[src/rtl/pipeline_ifetch.sv]
// Instruction-fetch responder: issues word fetches for the current PC and fills IF/ID.
// Define IFETCH_ALIGN_CHK_EN to trap misaligned PCs into a FAULT state instead of fetching.
module pipeline_ifetch #(
  parameter logic [31:0] NOP_INSTR = 32'h0000_0000,
  parameter logic [31:0] RESET_PC  = 32'h8000_0000
) (
  input  logic        clk,
  input  logic        reset,
  input  logic [31:0] PC,
  input  logic        flush,
  input  logic        id_stall,
  output logic        imem_req,
  output logic [31:0] imem_addr,
  input  logic        imem_ack,
  input  logic [31:0] imem_rdata,
  output logic        PCWrite,
  output logic [31:0] IF_ID_Instruction,
  output logic [31:0] IF_ID_PC,
  output logic        IF_ID_valid,
  output logic        IF_ID_fault
);

  typedef enum logic [2:0] {
    IDLE,
    REQ,
    HOLD,
`ifdef IFETCH_ALIGN_CHK_EN
    DROP,
    FAULT
`else
    DROP
`endif
  } state_t;

  state_t      state, state_n;
  logic [31:0] ifid_instr, instr_n;
  logic [31:0] ifid_pc, pc_n;
  logic        ifid_valid, valid_n;
  logic [31:0] hold_instr, hinstr_n;
  logic [31:0] hold_pc, hpc_n;
  logic [31:2] addr_q, addr_n;
  logic        pcwrite;
  logic        misaligned;

`ifdef IFETCH_ALIGN_CHK_EN
  logic fault_q, fault_n;
  assign misaligned  = |PC[1:0];
  assign IF_ID_fault = fault_q;
`else
  assign misaligned  = 1'b0;
  assign IF_ID_fault = 1'b0;
`endif

  // DROP keeps presenting the abandoned address until the memory acks it.
  assign imem_req  = ((state == REQ) && !misaligned) || (state == DROP);
  assign imem_addr = (state == DROP) ? {addr_q, 2'b00} : {PC[31:2], 2'b00};

  assign PCWrite           = pcwrite;
  assign IF_ID_Instruction = ifid_instr;
  assign IF_ID_PC          = ifid_pc;
  assign IF_ID_valid       = ifid_valid;

  always_ff @(posedge clk or posedge reset) begin
    if (reset) begin
      state      <= IDLE;
      ifid_instr <= NOP_INSTR;
      ifid_pc    <= RESET_PC;
      ifid_valid <= 1'b0;
      hold_instr <= NOP_INSTR;
      hold_pc    <= RESET_PC;
      addr_q     <= RESET_PC[31:2];
`ifdef IFETCH_ALIGN_CHK_EN
      fault_q    <= 1'b0;
`endif
    end else begin
      state      <= state_n;
      ifid_instr <= instr_n;
      ifid_pc    <= pc_n;
      ifid_valid <= valid_n;
      hold_instr <= hinstr_n;
      hold_pc    <= hpc_n;
      addr_q     <= addr_n;
`ifdef IFETCH_ALIGN_CHK_EN
      fault_q    <= fault_n;
`endif
    end
  end

  always_comb begin
    state_n  = state;
    instr_n  = ifid_instr;
    pc_n     = ifid_pc;
    valid_n  = ifid_valid;
    hinstr_n = hold_instr;
    hpc_n    = hold_pc;
    addr_n   = addr_q;
    pcwrite  = 1'b0;
`ifdef IFETCH_ALIGN_CHK_EN
    fault_n  = fault_q;
`endif
    unique case (state)
      IDLE: begin
        state_n = REQ;
`ifdef IFETCH_ALIGN_CHK_EN
        if (misaligned) begin
          state_n = FAULT;
          instr_n = NOP_INSTR;
          pc_n    = PC;
          valid_n = 1'b1;
          fault_n = 1'b1;
        end
`endif
      end
      REQ: begin
        addr_n = PC[31:2];
        if (flush) begin
          pcwrite = 1'b1;
          valid_n = 1'b0;
          instr_n = NOP_INSTR;
          state_n = (imem_req && !imem_ack) ? DROP : REQ;
`ifdef IFETCH_ALIGN_CHK_EN
        end else if (misaligned) begin
          state_n = FAULT;
          instr_n = NOP_INSTR;
          pc_n    = PC;
          valid_n = 1'b1;
          fault_n = 1'b1;
`endif
        end else if (imem_ack) begin
          if (id_stall) begin
            hinstr_n = imem_rdata;
            hpc_n    = PC;
            state_n  = HOLD;
          end else begin
            instr_n = imem_rdata;
            pc_n    = PC;
            valid_n = 1'b1;
            pcwrite = 1'b1;
          end
        end else if (!id_stall) begin
          valid_n = 1'b0;
          instr_n = NOP_INSTR;
        end
      end
      HOLD: begin
        if (flush) begin
          valid_n = 1'b0;
          instr_n = NOP_INSTR;
          pcwrite = 1'b1;
          state_n = REQ;
        end else if (!id_stall) begin
          instr_n = hold_instr;
          pc_n    = hold_pc;
          valid_n = 1'b1;
          pcwrite = 1'b1;
          state_n = REQ;
        end
      end
      DROP: begin
        pcwrite = flush;
        if (imem_ack) state_n = REQ;
      end
`ifdef IFETCH_ALIGN_CHK_EN
      FAULT: begin
        if (flush) begin
          fault_n = 1'b0;
          valid_n = 1'b0;
          instr_n = NOP_INSTR;
          pcwrite = 1'b1;
          state_n = REQ;
        end
      end
`endif
      default: state_n = IDLE;
    endcase
  end

endmodule
[config.mk]
export PLATFORM = sky130hd
export DESIGN_NAME = pipeline_ifetch
export DESIGN_NICKNAME = d
export VERILOG_FILES = /design/src/rtl/pipeline_ifetch.sv
export SDC_FILE = /design/constraint.sdc
export NUM_CORES = 1
export LEC_CHECK = 0
export ABC_AREA = 1
export CORE_ASPECT_RATIO = 0.8
export CORE_MARGIN = 3
export CORE_UTILIZATION = 51
export DETAILED_ROUTE_END_ITERATION = 16
export PLACE_DENSITY = 0.81
export SETUP_SLACK_MARGIN = 0.3
export SLEW_MARGIN = 20
export SYNTH_ARGS = -nofsm -noshare
export SYNTH_HDL_FRONTEND = slang
export SYNTH_SLANG_ARGS = --single-unit
[constraint.sdc]
create_clock -name clk -period 5.8 [get_ports clk]
set_input_delay 0.58 -clock clk [delete_from_list [all_inputs] [get_ports clk]]
set_output_delay 0.58 -clock clk [all_outputs]
set_load 0.01 [all_outputs]
==> impl_metrics.yaml, run 1 <==
sta:
  slew_headroom_pct: 33.8
  tightest_slew_ns: 0.993
  max_freq_ghz: 0.241
  setup_tns_ns: 0
  fin_skew_ns: 0.00935
  min_period_over_period_pct: 71.6
  final.min_clock_period_ns: 4.15
  slew_viol_final: 0
  hold_violations: 0
  setup_viol: 0
  rsz0062_at_grt: "false"
floorplan:
  start_util_pct: 53.5
  io-pin-count: 169
  fp.dieW_um: 141
  coreArea_um2: 13900
  die-area_um2: 16100
  rows: 38
  die_h_um: 114
cts:
  numClockSinks: 161
  cts_buffers: 17
  hold_buffers: 0
  cts_tree: "yes"
  ctsResizeCount: 0
  root_buffer: "clkbuf_16"
  clock_latency_ns: 0.42
  cts_max_level: 4
  cts_setup_buffers: 0
  clk_path_buf_depth: 2
  clkSlewWorstSetupHoldPaths_ns: 0.07
logic_synthesis:
  syn_inst: 938
  ys_types: 21
  ys_ff_latch: 161
  synth_seq_area_share_pct: 54.3
  synth_edf_count: 0
  ys.warnings.count: 0
  synth_flop_cell: "dfrtp_1"
  async_flop_share_pct: 100
  avgSynthCellArea_um2: 7.92
  synthMostInstantiatedCell: "nand2_1"
  synth_area_leader_cell: "dfrtp_1"
  yosys-top-cells-area: "dfrtp_1, nand2_1, o21ai_0, nand3_1, inv_1"
  synth_common_cells: "nand2_1, dfrtp_1, o21ai_0"
  synth_top_area_share_pct: 53.2
  syn_area_um2: 7430
placement:
  port_buffers: 165
  gp_congestion: 0.795
  hpwl_um: 12100
route:
  wl_per_cell_um: 15.2
  drt_iter0_drc: 646
  ant_nets: 0
  routed_wl_um: 19100
  avgViaCountPerCell: 5.24
  drc: 0
  firstDrtPassIters: 5
  vias: 6582
pwr:
  seq_power_share_pct: 37.8
  clkPwrFrac_pct: 23.0
  cellInternalPower_uw: 3170
  leakagePower_uw: 0.00460
  p_sw_share_pct: 37.2
  vdd.ir_drop.worst_mv: 0.305
  p_sw_uw: 1880
  power_frac_comb_pct: 39.2
  p_per_area_nw_per_um2: 522
critical_path:
  timing.rr.end: "hold_pc[3]$_DFFE_PP0P_"
  cp.required_ns: 5.22
  r2r_cells: 8
  end_kind: "output pin"
  r2r_slack_ns: 2.76
  startpoint: "state[0]$_DFFE_PP0P_"
  cp_max_fo: 97
  crit_type: "reg2out"
  rr_startpoint: "state[1]$_DFFE_PP0P_"
  critical_path_arrival_ns: 3.57
  critical_path.startpoint_type: "flop"
  critPathCapture: "PCWrite"
global_routing:
  overflow: 0
  grt_pass1_wl_um: 31700
  grt_pass1_vias: 6324
  antenna_found_initial: 0
  grt_use_total_pct: 24.4
  grt_max_degree: 111
layout:
  num_antenna_cells: 0
  finish.utilization_pct: 69.6
  layout-drive-gt1-share_pct: 4.74
  fin_nets: 1139
  area_growth_pct: 30.1
worst_hold_path:
  hp-start: "hold_instr[24]$_DFFE_PP0P_"
  holdCritPathClass: "reg2reg"
run:
  drv_cap: 0
outcome:
  status: "completed"
==> layout by cell type, fill, tap and decap left out <==
| cell | count |
|---|---|
| dfrtp_1 | 158 |
| ha_1 | 4 |
| clkinvlp_4 | 1 |
| clkinv_4 | 3 |
| conb_1 | 3 |
| dfstp_2 | 3 |
| o22ai_1 | 10 |
| clkbuf_16 | 17 |
| buf_4 | 6 |
| or2_1 | 1 |
| nand2_1 | 376 |
| clkbuf_1 | 1 |
| inv_2 | 3 |
| nand3_1 | 46 |
| ha_4 | 2 |
| clkdlybuf4s50_1 | 165 |
| nor2_4 | 2 |
| nand3_2 | 2 |
| clkinv_2 | 2 |
| bufinv_16 | 3 |
| inv_6 | 5 |
| nor2_1 | 29 |
| o21ai_1 | 20 |
| nand2_2 | 1 |
| inv_8 | 1 |
| o21ai_0 | 141 |
| a21oi_1 | 23 |
| inv_1 | 49 |
==> critical path, cell delays in order, from the launching register on <==
cell,delay [ns]
dfrtp_1,0.45
inv_1,0.17
ha_4,0.78
inv_1,0.70
nand3_1,0.21
nand3_1,0.09
a21oi_1,0.15
clkdlybuf4s50_1,0.57
==> cell families (layout without fill, tap and decap cells) <==
kind of cell | count (synthesis) | after routing | share of synthesized area (%)
buf+inv | 119 | 256 | 7.14
flops | 161 | 161 | 54.3
other cells | 1 | 3 | 0.0505
fa+ha+maj | 6 | 6 | 1.01
simple gates | 457 | 457 | 24.3
compound gates | 194 | 194 | 13.2
==> worst min path at each step <==
stage          cells after the start                         end
6_report                           2  hold_instr[24]$_DFFE_PP0P_
4_1_cts                            2   hold_instr[8]$_DFFE_PP0P_
5_1_grt                            2  hold_instr[24]$_DFFE_PP0P_
3_3_place_gp                       2   hold_instr[7]$_DFFE_PP0P_
2_1_floorplan                      2   hold_instr[0]$_DFFE_PP0P_
3_5_place_dp                       2  hold_instr[24]$_DFFE_PP0P_
==> registers in the layout, summed over array words and instances (netlist names) <==
signal             cells
IF_ID_Instruction     32
IF_ID_PC              32
IF_ID_valid            1
state                  2
addr_q                30
hold_pc               32
hold_instr            32
==> final cells by class <==
class,count,area (um^2)
fill,1099,4220
inverter,53,204
multi-input combinational,660,2900
sequential,161,4030
clock inverter,14,180
tap,180,225
timing repair buffer,171,1700
clock buffer,18,429
==> power groups by stage <==
stage	clock network [uW]	logic, uW	registers (uW)
floorplan	0	1100	1930
global placement	0	1920	1890
detailed placement	0	1980	1900
CTS	1180	2000	1900
global route	1230	2220	1970
finish	1160	1980	1910
==> per-layer routing <==
metal | GRT usage (%) | up-vias | wire length [um]
met1 | 36.5 | 3077 | 8980
met4 | 7.04 | 0 | 194
li1 | - | 3230 | -
met3 | 4.48 | 16 | 1330
met2 | 36.7 | 259 | 8570
met5 | 0 | - | 0
==> per-stage QoR <==
step | hold WS, ns | total power [uW] | instances | setup WS, ns | cell area [um^2]
final | 0.468 | 5050 | 1257 | 1.65 | 9670
after global routing | 0.491 | 5420 | 1257 | 1.44 | 9670
after CTS | 0.470 | 5080 | 1257 | 1.72 | 9660
after detailed placement | 0.454 | 3880 | 1225 | 1.91 | 9050
after global placement | 0.448 | 3820 | 1225 | 2.12 | 9050
after floorplan | 0.437 | 3030 | 940 | 0.877 | 7440
Note: power is estimated with default switching activity, not from simulation.
==> run 2: changes to the inputs <==
- CORE_UTILIZATION: 51 -> 46
- PLACE_DENSITY: 0.81 -> 0.77
- clock period: 5.8 -> 3.68 ns (I/O delays scaled with it)
==> run 2 against run 1 <==
Combinational power rose by 60%; register-to-register slack got worse by 1.7 ns; hold slack improved by 0.0029 ns; first-iteration DRC count down 25%; setup slack lost 0.92 ns; non-clock buffer count rose by 9; critical path depth is 2 lower; sequential cell count is the same; clock power increased by 47%; die area up 10%.
==> impl_metrics.yaml, run 2 (synthesis results as in run 1) <==
global_routing:
  grt_pass1_wl_um: 32400
  grt_max_degree: 97
  grt_pass1_vias: 6274
  grt_use_met1_pct: 33.8
  overflow: 0
  antenna_found_initial: 0
  grt_use_total_pct: 22.5
  met3_usage_pct: 6.34
  busiest_layer: "met1"
  grt_use_met2_pct: 32.7
sta:
  fin_skew_ns: 0.00810
  setup_viol: 0
  rsz0062_at_grt: "false"
  min_period_over_period_pct: 80.3
  setup_tns_ns: 0
  slew_viol_final: 0
  slew_headroom_pct: 36.7
  hold_violations: 0
  final.min_clock_period_ns: 2.95
  max_freq_ghz: 0.339
  tightest_slew_ns: 0.949
pwr:
  power_uw: 7860
  p_per_area_nw_per_um2: 806
  leakagePower_uw: 0.00461
  vdd.ir_drop.worst_mv: 0.441
floorplan:
  die_h_um: 120
  fp.dieW_um: 148
  die-area_um2: 17700
  coreArea_um2: 15400
  rows: 40
  start_util_pct: 48.2
  io-pin-count: 169
critical_path:
  r2r_slack_ns: 1.10
  critical_path_arrival_ns: 2.59
  cp_cell_sequence: "ha_2 > buf_4 > nand2_1 > o21ai_0 > clkdlybuf4s50_1"
  cp_max_fo: 28
  cp.required_ns: 3.31
  crit_type: "reg2out"
  rr_startpoint: "state[0]$_DFFE_PP0P_"
  timing.rr.end: "IF_ID_Instruction[31]$_DFFE_PP0P_"
  critical_path.startpoint_type: "flop"
  cp_slowest_cell: "ha_2"
  r2r_cells: 8
  cpPeakStageDelay_ns: 0.59
  end_kind: "output pin"
layout:
  area_growth_pct: 31.2
  layout_common_cells: "nand2_1, clkdlybuf4s50_1, dfrtp_1, o21ai_0, inv_1"
  num_antenna_cells: 0
  layout-drive-gt1-share_pct: 5.52
  layout_commonest_cell: "nand2_1"
  stdcell_area_um2: 9750
  fill_cells: 1390
  fin_nets: 1148
route:
  drc: 0
  wl_per_cell_um: 15.0
  drt_iter0_drc: 483
  avgViaCountPerCell: 5.07
  vias: 6574
  ant_nets: 0
  firstDrtPassIters: 5
  routed_wl_um: 19400
outcome:
  status: "completed"
placement:
  place_area_um2: 9180
  gp_congestion: 0.847
  hpwl_um: 12600
  port_buffers: 165
cts:
  cts_max_level: 4
  cts_setup_buffers: 0
  numClockSinks: 161
  clkSlewWorstSetupHoldPaths_ns: 0.07
  clk_path_buf_depth: 2
  root_buffer: "clkbuf_16"
  cts_tree: "yes"
  cts_buffers: 17
  hold_buffers: 0
  ctsResizeCount: 0
  clock_latency_ns: 0.43
run:
  drv_cap: 0
worst_hold_path:
  holdCritPathClass: "reg2reg"
  hp-start: "hold_instr[5]$_DFFE_PP0P_"
  hold_path_end: "hold_instr[5]$_DFFE_PP0P_"
  whs_path_depth: 2
==> run 2: cell types whose count changed in the layout (fill, tap and decap cells not counted), moves of 2 or more <==
cell	before	now
buf_4	6	13
bufinv_16	3	1
clkinvlp_4	1	5
buf_12	0	2
inv_6	5	1
clkinv_4	3	5
==> run 2: metrics by stage <==
stage / hold WS (ns) / utilization, % / setup slack [ns] / std cells
after floorplan: 0.437 / - / 1.27 / 940
after global placement: 0.451 / 59.5 / 0.791 / 1264
after global routing: 0.494 / 63.2 / 0.545 / 1296
after detailed placement: 0.454 / 59.5 / 0.747 / 1264
final: 0.471 / 63.2 / 0.726 / 1296
after CTS: 0.470 / 63.2 / 0.695 / 1296
==> run 2: cell type report <==
type / count / area, um^2 / share of cell area, %
well taps: 210 / 263 / 2.70
clock buffers: 18 / 439 / 4.51
flip-flops and latches: 161 / 4030 / 41.4
repair buffers: 180 / 1790 / 18.4
inverters: 53 / 203 / 2.08
multi-input cells: 660 / 2890 / 29.6
clock inverters: 14 / 134 / 1.37
==> run 2: worst max path at each step <==
stage                              start                                to  slack, ns
floorplan                          reset  IF_ID_Instruction[0]$_DFFE_PP0P_       1.27
global placement                   flush           hold_pc[25]$_DFFE_PP0P_       0.79
detailed placement                 flush           hold_pc[25]$_DFFE_PP0P_       0.75
CTS                 state[1]$_DFFE_PP0P_                     imem_addr[28]       0.70
global route        state[1]$_DFFE_PP0P_                     imem_addr[27]       0.55
finish              state[1]$_DFFE_PP0P_                     imem_addr[28]       0.73
==> run 2: worst max-delay path, delay by kind of cell, from the launching register on <==
kind / cells / cell delay [ns]
AO/OA/AOI/OAI: 1 / 0.08
adder cells (fa/ha/maj): 1 / 0.59
buffers and inverters: 2 / 0.95
flip-flops: 1 / 0.45
AND/OR/NAND/NOR: 1 / 0.08
==> run 2: layer usage <==
metal  vias up  wire length [um]
li1       3255                 -
met3        16              1430
met5         -                 0
met1      3087              9140
met2       216              8680
met4         0               153
==> run 2: power breakdown <==
group | internal, uW | switching [uW] | leakage, uW
combinational | 1370 | 1790 | 0.00233
sequential | 2570 | 420 | 0.00202
clock | 956 | 755 | 0.000270
==> run 3: changes to the inputs <==
- CORE_UTILIZATION: 46 -> 51
- PLACE_DENSITY: 0.77 -> 0.81
- clock period: 3.68 -> 2.9 ns (I/O delays scaled with it)
==> run 3 against run 2 <==
Register-to-register slack lost 0.48 ns; largest power group unchanged; highest routed layer unchanged; die area down 9.4%; first-iteration DRC count is 7.5% higher; power increased by 28%.
==> impl_metrics.yaml, run 3 (synthesis results as in run 1) <==
outcome:
  status: "completed"
run:
  drv_cap: 0
cts:
  ctsResizeCount: 0
  clkSlewWorstSetupHoldPaths_ns: 0.07
  clk_path_buf_depth: 2
  numClockSinks: 161
  cts_buffers: 17
  clock_latency_ns: 0.41
  cts_tree: "yes"
  cts_setup_buffers: 1
  cts_max_level: 4
  root_buffer: "clkbuf_16"
  hold_buffers: 0
critical_path:
  rr_startpoint: "state[1]$_DFFE_PP0P_"
  crit_type: "reg2out"
  critical_path.startpoint_type: "flop"
  r2r_cells: 8
  cp_max_fo: 60
  cp.required_ns: 2.61
  critical_path_arrival_ns: 2.18
  startpoint: "state[1]$_DFFE_PP0P_"
  r2r_slack_ns: 0.62
  end_kind: "output pin"
  timing.rr.end: "hold_pc[12]$_DFFE_PP0P_"
sta:
  worst_slack_ns: 0.426
  setup_viol: 0
  tightest_slew_ns: 0.721
  rsz0062_at_grt: "false"
  min_period_over_period_pct: 85.3
  setup_tns_ns: 0
  fin_skew_ns: 0.00955
  max_freq_ghz: 0.404
  hold_violations: 0
  hold_ws_ns: 0.253
  slew_viol_final: 0
  final.min_clock_period_ns: 2.47
  slew_headroom_pct: 51.9
pwr:
  clkPwrFrac_pct: 22.2
  leakagePower_uw: 0.00466
  p_per_area_nw_per_um2: 1030
  p_sw_share_pct: 37.8
  cellInternalPower_uw: 6270
  power_frac_comb_pct: 40.1
  vdd.ir_drop.worst_mv: 0.665
  power_uw: 10100
  seq_power_share_pct: 37.7
  p_sw_uw: 3810
route:
  firstDrtPassIters: 5
  routed_wl_um: 19300
  met1_length_um: 8980
  drc: 0
  avgViaCountPerCell: 5.26
  vias: 6671
  drt_iter0_drc: 519
  met3_length_um: 1380
  ant_nets: 0
  wl_per_cell_um: 15.2
  wl_met2_um: 8760
  highest-signal-layer: "met4"
placement:
  port_buffers: 165
  placedCellCount: 1234
  hpwl_um: 12300
  gp_congestion: 0.787
  place_ws_ns: 0.494
global_routing:
  antenna_found_initial: 0
  grt_pass1_wl_um: 33100
  grt_max_degree: 82
  grt_use_total_pct: 25.2
  overflow: 0
  grt_pass1_vias: 6526
floorplan:
  coreArea_um2: 13900
  start_util_pct: 53.5
  rows: 38
  fp.dieW_um: 141
  io-pin-count: 169
  die-area_um2: 16100
  die_h_um: 114
layout:
  fin_nets: 1151
  stdcell_count: 1269
  layout_commonest_cell: "nand2_1"
  layout_common_cells: "nand2_1, clkdlybuf4s50_1, dfrtp_1, o21ai_0, inv_1"
  area_growth_pct: 31.6
  num_antenna_cells: 0
  layout-drive-gt1-share_pct: 5.79
worst_hold_path:
  holdCritPathClass: "in2async"
[run 3: power groups by stage]
stage | sequential (uW) | combinational, uW | clock [uW]
6_report | 3800 | 4050 | 2240
5_1_grt | 3930 | 4570 | 2370
4_1_cts | 3790 | 4080 | 2270
3_5_place_dp | 3810 | 4020 | 0
3_3_place_gp | 3790 | 3910 | 0
2_1_floorplan | 3860 | 2210 | 0
[run 3: worst max-delay path: stages, from the launching register on]
cell	delay (ns)
dfrtp_1	0.45
ha_2	0.29
buf_12	0.25
nand2_1	0.07
o21ai_0	0.12
clkdlybuf4s50_1	0.59
[run 3: metal layers]
metal	global-route usage, %	vias to the layer above
met4	6.00	0
met3	5.20	14
met1	37.5	3147
met5	0	-
li1	-	3254
met2	38.2	256
[run 3: layout make-up]
class	instances	area [um^2]
well taps	180	225
flip-flops and latches	161	4030
clock buffers	18	439
clock inverters	14	146
fillers	1136	4110
inverters	53	203
repair buffers	183	1840
multi-input cells	660	2890
[run 3: worst max-delay path by stage]
stage	endpoint	cells past startpoint
2_1_floorplan	IF_ID_Instruction[0]$_DFFE_PP0P_	1
3_3_place_gp	hold_pc[27]$_DFFE_PP0P_	8
3_5_place_dp	hold_pc[17]$_DFFE_PP0P_	8
4_1_cts	PCWrite	7
5_1_grt	imem_addr[30]	5
6_report	imem_addr[6]	5
[run 3: metrics by stage]
step,cell area [um^2],utilization [%]
2_1_floorplan,7440,-
3_3_place_gp,9160,66.0
3_5_place_dp,9160,66.0
4_1_cts,9760,70.3
5_1_grt,9770,70.4
6_report,9770,70.4
